[src/rtl/bus_term_pkg.sv]
// Shared definitions for the bus terminal endpoint: ID field width, default
// broadcast address and the destination-ID extraction helper.
package bus_term_pkg;

    localparam int ID_W = 8;
    localparam logic [ID_W-1:0] BCAST_DEFAULT = 8'hFF;
    localparam int PKT_MAX = 256;

    // Packets are zero-extended to PKT_MAX so one helper serves any packet width.
    function automatic logic [ID_W-1:0] dest_id(input logic [PKT_MAX-1:0] pkt,
                                                input int unsigned pkt_w);
        return ID_W'(pkt >> (pkt_w - ID_W));
    endfunction

endpackage

[src/rtl/bus_terminal_endpoint_fifo.sv]
// Show-ahead synchronous FIFO. Read and write in the same cycle are both
// accepted when full. The head reads 0 while the FIFO is empty.
module term_sync_fifo #(
    parameter int W     = 16,
    parameter int DEPTH = 8
) (
    input  logic         clk,
    input  logic         srst,
    input  logic         wr,
    input  logic [W-1:0] wr_data,
    input  logic         rd,
    output logic         full,
    output logic         empty,
    output logic [W-1:0] head
);
    localparam int AW = $clog2(DEPTH);

    logic [W-1:0] mem [DEPTH];
    logic [AW:0]  wr_ptr_reg;
    logic [AW:0]  rd_ptr_reg;
    logic         wr_en;
    logic         rd_en;

    assign empty = (wr_ptr_reg == rd_ptr_reg);
    assign full  = (wr_ptr_reg[AW] != rd_ptr_reg[AW]) &&
                   (wr_ptr_reg[AW-1:0] == rd_ptr_reg[AW-1:0]);

    // A write into a full FIFO is only safe when the head leaves on the same edge.
    assign rd_en = rd && !empty;
    assign wr_en = wr && (!full || rd_en);

    always_ff @(posedge clk) begin
        if (srst) begin
            wr_ptr_reg <= '0;
            rd_ptr_reg <= '0;
        end else begin
            if (wr_en) wr_ptr_reg <= wr_ptr_reg + 1'b1;
            if (rd_en) rd_ptr_reg <= rd_ptr_reg + 1'b1;
        end
    end

    always_ff @(posedge clk) begin
        if (wr_en) mem[wr_ptr_reg[AW-1:0]] <= wr_data;
    end

    assign head = empty ? '0 : mem[rd_ptr_reg[AW-1:0]];

endmodule

[src/rtl/bus_terminal_endpoint.sv]
// Device-side bus terminal: TX queue toward the bus, address-filtered RX
// queue toward the host, with drop/overflow counters and a pop-error pulse.
module bus_terminal_endpoint
    import bus_term_pkg::*;
#(
    parameter int              pckg_sz   = 16,
    parameter int              depth     = 8,
    parameter logic [ID_W-1:0] id        = 8'h00,
    parameter logic [ID_W-1:0] broadcast = BCAST_DEFAULT
) (
    input  logic               clk,
    input  logic               reset,
    input  logic               tx_wr,
    input  logic [pckg_sz-1:0] tx_data,
    output logic               tx_full,
    output logic               pndng,
    output logic [pckg_sz-1:0] D_pop,
    input  logic               pop,
    input  logic               push,
    input  logic [pckg_sz-1:0] D_push,
    output logic               rx_valid,
    output logic [pckg_sz-1:0] rx_data,
    input  logic               rx_rd,
    output logic [7:0]         rx_drop_cnt,
    output logic [7:0]         rx_ovf_cnt,
    output logic               pop_err
);
    logic            tx_empty;
    logic            rx_full;
    logic            rx_empty;
    logic            accept;
    logic [ID_W-1:0] push_id;
    logic [7:0]      drop_cnt_reg;
    logic [7:0]      ovf_cnt_reg;
    logic            pop_err_reg;

    term_sync_fifo #(.W(pckg_sz), .DEPTH(depth)) u_tx_fifo (
        .clk     (clk),
        .srst    (reset),
        .wr      (tx_wr),
        .wr_data (tx_data),
        .rd      (pop),
        .full    (tx_full),
        .empty   (tx_empty),
        .head    (D_pop)
    );

    assign push_id = dest_id(PKT_MAX'(D_push), pckg_sz);
    assign accept  = push && ((push_id == id) || (push_id == broadcast));

    term_sync_fifo #(.W(pckg_sz), .DEPTH(depth)) u_rx_fifo (
        .clk     (clk),
        .srst    (reset),
        .wr      (accept),
        .wr_data (D_push),
        .rd      (rx_rd),
        .full    (rx_full),
        .empty   (rx_empty),
        .head    (rx_data)
    );

    always_ff @(posedge clk) begin
        if (reset) begin
            drop_cnt_reg <= '0;
            ovf_cnt_reg  <= '0;
            pop_err_reg  <= 1'b0;
        end else begin
            pop_err_reg <= pop && tx_empty;
            if (push && !accept && drop_cnt_reg != 8'hFF)
                drop_cnt_reg <= drop_cnt_reg + 8'd1;
            // A full RX FIFO still takes the packet if the host reads on the same edge.
            if (accept && rx_full && !rx_rd && ovf_cnt_reg != 8'hFF)
                ovf_cnt_reg <= ovf_cnt_reg + 8'd1;
        end
    end

    assign pndng       = !tx_empty;
    assign rx_valid    = !rx_empty;
    assign rx_drop_cnt = drop_cnt_reg;
    assign rx_ovf_cnt  = ovf_cnt_reg;
    assign pop_err     = pop_err_reg;

endmodule

[config.mk]
export PLATFORM = sky130hd
export DESIGN_NAME = bus_terminal_endpoint
export DESIGN_NICKNAME = d
export VERILOG_FILES = /design/src/rtl/bus_term_pkg.sv /design/src/rtl/bus_terminal_endpoint_fifo.sv /design/src/rtl/bus_terminal_endpoint.sv
export SDC_FILE = /design/constraint.sdc
export NUM_CORES = 1
export LEC_CHECK = 0
export ABC_AREA = 1
export CAP_MARGIN = 5
export CORE_MARGIN = 5
export CORE_UTILIZATION = 50
export DETAILED_ROUTE_END_ITERATION = 8
export PLACE_DENSITY = 0.76
export SLEW_MARGIN = 0
export SYNTH_ARGS = -nofsm -noshare
export SYNTH_HDL_FRONTEND = slang
export SYNTH_SLANG_ARGS = --single-unit
[constraint.sdc]
create_clock -name clk -period 3.1 [get_ports clk]
set_input_delay 0.31 -clock clk [delete_from_list [all_inputs] [get_ports clk]]
set_output_delay 0.31 -clock clk [all_outputs]
set_load 0.1 [all_outputs]
==> results_dict.tcl, run 1 <==
set metrics [dict create \
    status "complete, no violations" \
    fin_crit_sh_pct 91.0 \
    die_y_um 166 \
    firstDrtPassIters 6 \
    power_mw 10.1 \
    syn_nets 1080 \
    antenna_found_initial 0 \
    ys_ff_latch 295 \
    antenna_cells 0 \
    area_growth_pct 21.8 \
    finalSetupTns_ns 0 \
    yosys.area.top_type_share_pct 63.6 \
    dpl_cell_area_um2 13800 \
    ctsResizeCount 0 \
    period_needed_ns 2.82 \
    power_density_nw_per_um2 682 \
    synth.largest_area_cell "edfxtp_1" \
    cts.htree.levels 1 \
    crit_required_ns 2.79 \
    setup_viol 0 \
    grt_pass1_vias 7937 \
    cp-end-kind "output port" \
    post_drt_via_cell_ratio 5.49 \
    start_kind "register" \
    critPathTopFamily "compound AO/OA/AOI/OAI gates" \
    maxCapViolCount 0 \
    critPathBufInv 2 \
    core_um2 24000 \
    clk_pin_slew_worst_paths_ns 0.06 \
    cts_tree "built" \
    critPathMostFrequentCell "o21ai_0" \
    grt-ovfl-total 0 \
    grt_first_pass_wirelength_um 41100 \
    die_w_um 166 \
    slew_headroom_pct 34.5 \
    hold_path.class "in -> reg" \
    tightestPinTransition_ns 0.979 \
    vias 8144 \
    grtUsageTotal_pct 19.0 \
    start_util_pct 50.3 \
    cts_sinks 295 \
    ys_types 37 \
    max_stage_delay_ns 0.53 \
    synthTopCellsByArea "edfxtp_1 (64%), nor2_1 (7.1%), dfxtp_1 (6.5%)" \
    clock-skew-final_ns 0.0155 \
    fp.dieArea_um2 27400 \
    ios 90 \
    grt_max_degree 65 \
    cts_setup_buffers 0 \
    nNetsFinal 1182 \
    path_cells "buf_4 > o21ai_0 > o22ai_1 > o21ai_0 > a31oi_1 > buf_12" \
    yosysSeqAreaShare_pct 70.0 \
    routed_wl_um 25900 \
    syn_inst 1036 \
    avgSynthCellArea_um2 11.7 \
    final_area_um2 14700 \
    criticalPathCategory "reg -> out" \
    hold_viol 0 \
    cts.hold.buffers_added 0 \
    cts_made_buffers 29 \
    leakagePower_nw 5.06 \
    drt-wirelength-per-cell_um 17.4 \
    crit_arrival_ns 2.51 \
    cts_buffer_depth 3 \
    drive_above_1_share_pct 14.9 \
    final_util_pct 61.3 \
    ant_nets 0 \
    grt_setup_unrepaired "no" \
    drtIter0Drc 808 \
    root_buffer "clkbuf_16" \
    slew_violations 0 \
    critical_path.max_fanout 64 \
    vdd_ir_drop_max_v 0.000494 \
    drc 0 \
    dp.final_hpwl_um 15500 \
    fmax_mhz 354 \
    syn_area_um2 12100 \
    fp-row-count 57 \
    yosysWarningCount 0 \
    insertion_delay_ns 0.54 \
    port_buffers 89 \
    gp_congestion 0.825 \
    slowest_stage "buf_4" \
]
## cell families (layout without fill, tap and decap cells)
logic type,Yosys count,count (layout),share of synthesized area (%)
and+or+nand+nor,369,369,13.0
DFF,295,295,70.0
AOI/OAI and AO/OA,249,249,11.1
buffers and inverters,96,220,3.59
xor gates and xnor gates,21,21,1.64
adders and majority gates,6,6,0.621
## metrics by stage
stage / hold slack [ns] / setup slack (ns) / std cells
detailed placement: 0.492 / 0.311 / 1431
finish: 0.477 / 0.279 / 1484
global route: 0.483 / 0.0700 / 1484
global placement: 0.480 / 0.431 / 1431
floorplan: 0.409 / 0.00291 / 1036
CTS: 0.455 / 0.152 / 1484
## worst register-to-register path, stage by stage, from the launching register on
cell     delay (ns)
dfxtp_2        0.44
inv_2          0.12
nand2_1        0.07
nand2_1        0.05
nand3_2        0.10
nor2_4         0.09
nor2_4         0.19
nand2_1        0.19
nor3_2         0.14
buf_4          0.31
## cells in the final DEF, fill, tap and decap left out, drive strengths merged
master         instances
clkbuf                40
o22ai                 32
dfxtp                 39
and2                   1
nand2                 81
edfxtp               256
bufinv                 1
or2                    1
clkinv                10
nand4                 10
inv                   42
xnor2                  8
nor3                  12
clkdlybuf4s50         50
ha                     6
nor2                 242
o21ai                163
a21oi                 19
buf                   74
a31oi                 35
nand3                 19
nand3b                 3
clkinvlp               3
xor2                  13
## Yosys cell counts (all sizes together)
| master | count |
|---|---|
| a31oi | 35 |
| edfxtp | 256 |
| nand3 | 19 |
| and2 | 1 |
| o22ai | 32 |
| clkinv | 1 |
| a21oi | 19 |
| dfxtp | 39 |
| clkbuf | 30 |
| xnor2 | 8 |
| o21ai | 163 |
| nand4 | 10 |
| inv | 42 |
| nor2 | 242 |
| or2 | 1 |
| buf | 23 |
| nand2 | 81 |
| ha | 6 |
| nand3b | 3 |
| nor3 | 12 |
| xor2 | 13 |
## report_power, final
group	leakage (nW)	internal (mW)	switching, mW
Clock	0.425	1.84	1.42
Combinational	2.01	0.731	1.64
Sequential	2.63	4.38	0.0402
## metal layers
metal  wire (um)  up-vias  track usage, %  part of all wire [%]
li1            -     3894               -                     -
met1       11200     3937            26.0                    43
met2       12600      274            32.1                    49
met3        1560       39            2.68                   6.0
met4         465        0            5.29                   1.8
met5           0        -               0                     0
## worst paths after layout
| path | from | to | slack (ns) | depth (start not counted) |
|---|---|---|---|---|
| setup / recovery | register | D_pop[0] | 0.28 | 6 |
| hold / removal | D_push[15] | u_rx_fifo.mem[6][15]$_DFFE_PP_ | 0.48 | 1 |
| setup reg to reg | u_rx_fifo.wr_ptr_reg[1]$_SDFFE_PP0P_ | u_rx_fifo.mem[0][12]$_DFFE_PP_ | 1.05 | 9 |
| hold reg to reg | rx_drop_cnt[3]$_SDFFE_PP0P_ | rx_drop_cnt[3]$_SDFFE_PP0P_ | 0.50 | 2 |
## final cells by class
| type | instances | area, um2 |
|---|---|---|
| multi-input combinational | 645 | 3290 |
| sequential | 295 | 8470 |
| clock inverter | 13 | 111 |
| fill | 1789 | 9310 |
| inverter | 43 | 165 |
| timing repair buffer | 124 | 1510 |
| tap | 324 | 405 |
| clock buffer | 40 | 777 |
(Power assumes the default switching activity.)
==> run 2, diff against run 1 <==
- GPL_ROUTABILITY_DRIVEN: unset -> 0
- PLACE_DENSITY: 0.76 -> unset
- PLACE_DENSITY_LB_ADDON: unset -> 0.12
==> run 2 against run 1 <==
Compared with the run above: wire length rose by 0.29%; highest routed layer is now met5; critical path depth grew 3; clock-buffer cell count grew 1; non-clock buffer count down 5; global-route usage about the same.
==> results_dict.tcl, run 2 (synthesis gave the netlist of run 1 again) <==
set metrics [dict create \
    drc 0 \
    maxCapViolCount 0 \
    fin_ws_ns 0.235 \
    slew_headroom_pct 33.3 \
    setup_viol 0 \
    slew_violations 0 \
    hold_viol 0 \
    holdWs_ns 0.469 \
    antenna_found_initial 1 \
    hold_path.class "in -> reg" \
    cts_buffer_depth 3 \
    slowest_stage "dfxtp_1" \
    routed_wl_um 25900 \
    period_needed_ns 2.86 \
    clk_pin_slew_worst_paths_ns 0.06 \
    antenna_cells 0 \
    area_growth_pct 21.5 \
    critical_path.max_fanout 17 \
    drive_above_1_share_pct 13.8 \
    n_fill_cell 1949 \
    cts_made_buffers 31 \
    critPathBufInv 3 \
    max_stage_delay_ns 0.61 \
    cts_tree "built" \
    final_area_um2 14700 \
    grtUsageTotal_pct 19.1 \
    power_density_nw_per_um2 685 \
    cts_sinks 295 \
    fmax_mhz 349 \
    cp-end-kind "output port" \
    insertion_delay_ns 0.54 \
    dp.final_hpwl_um 15600 \
    dpl_cell_area_um2 13800 \
    leakagePower_nw 5.05 \
    final-seq-area_um2 8470 \
    power_mw 10.1 \
    core_um2 24000 \
    layout_commonest_cell "edfxtp_1" \
    finalSetupTns_ns 0 \
    ios 90 \
    fin_crit_sh_pct 92.4 \
    status "complete, no violations" \
    fp-row-count 57 \
    critPathTopFamily "flip-flops" \
    clock-skew-final_ns 0.00732 \
    die_w_um 166 \
    cts_setup_buffers 0 \
    tightestPinTransition_ns 0.998 \
    crit_arrival_ns 2.55 \
    firstDrtPassIters 5 \
    drt-wirelength-per-cell_um 17.5 \
    ant_nets 0 \
    nNetsFinal 1179 \
    port_buffers 89 \
    grt_first_pass_wirelength_um 41000 \
    criticalPathCategory "reg -> out" \
    grt_pass1_vias 7739 \
    multi_input_area_um2 3300 \
    vdd_ir_drop_max_v 0.000606 \
    grt_setup_unrepaired "no" \
    die_y_um 166 \
    cts.hold.buffers_added 0 \
    crit_required_ns 2.79 \
    vias 7871 \
    fp.dieArea_um2 27400 \
    cts.htree.levels 1 \
    post_drt_via_cell_ratio 5.32 \
    root_buffer "clkbuf_16" \
    grt_max_degree 65 \
    path_cells "inv_4 > nand2_1 > nand2_1 > nand3_2 > nor2_1 > inv_2 > o21ai_0 > a31oi_1 > buf_12" \
    grt-ovfl-total 0 \
    critPathMostFrequentCell "nand2_1" \
    final_cell_mix "edfxtp_1 (256), nor2_1 (230), o21ai_0 (143), nand2_1 (75), clkdlybuf4s50_1 (51)" \
    start_kind "register" \
    start_util_pct 50.3 \
    drtIter0Drc 499 \
    place_ws_ns 0.350 \
]
[run 2: repair_timing]
item | in CTS | in global routing
endpoints found under the setup margin | 0 | 1
hold endpoints to repair | 0 | 0
resized for setup | 0 | 1
[run 2: routing by layer]
layer  vias up  share of wire (%)  wire length, um  global-route usage, %
met4         2                1.8              459                   4.12
met5         -              0.050               13                      0
met1      3787                 42            10800                   24.1
met2       163                 51            13300                   34.7
li1       3883                  -                -                      -
met3        36                4.9             1280                   3.08
[run 2: layout make-up]
class,instances,share of cell area [%]
clock buffers,41,5.53
clock inverters,13,0.536
inverters,43,1.12
multi-input cells,645,22.4
flip-flops and latches,295,57.6
well taps,324,2.76
repair buffers,119,10.0
[run 2: worst min-delay path, stage by stage]
cell and delay [ns]:
clkdlybuf4s50_1 0.46, inv_1 0.13, nor3_1 0.06
[run 2: worst paths after layout]
kind	slack [ns]	cells past startpoint	to	from
hold reg to reg	0.50	2	u_rx_fifo.wr_ptr_reg[3]$_SDFFE_PP0P_	u_rx_fifo.wr_ptr_reg[3]$_SDFFE_PP0P_
setup / recovery	0.24	9	rx_data[3]	u_rx_fifo.wr_ptr_reg[2]$_SDFFE_PP0P_
setup reg to reg	0.89	7	u_tx_fifo.mem[0][9]$_DFFE_PP_	u_tx_fifo.wr_ptr_reg[2]$_SDFFE_PP0P_
hold / removal	0.47	3	pop_err$_SDFF_PP0_	pop
[run 2: stage by stage]
step	instances	util, %
2_1_floorplan	1036	-
3_3_place_gp	1426	57.4
3_5_place_dp	1426	57.4
4_1_cts	1480	61.1
5_1_grt	1480	61.2
6_report	1480	61.2
[run 2: report_power, final]
group          internal [mW]  switching, mW  total (mW)
clock network           1.90           1.40        3.29
registers               4.38         0.0377        4.42
logic                  0.729           1.63        2.35
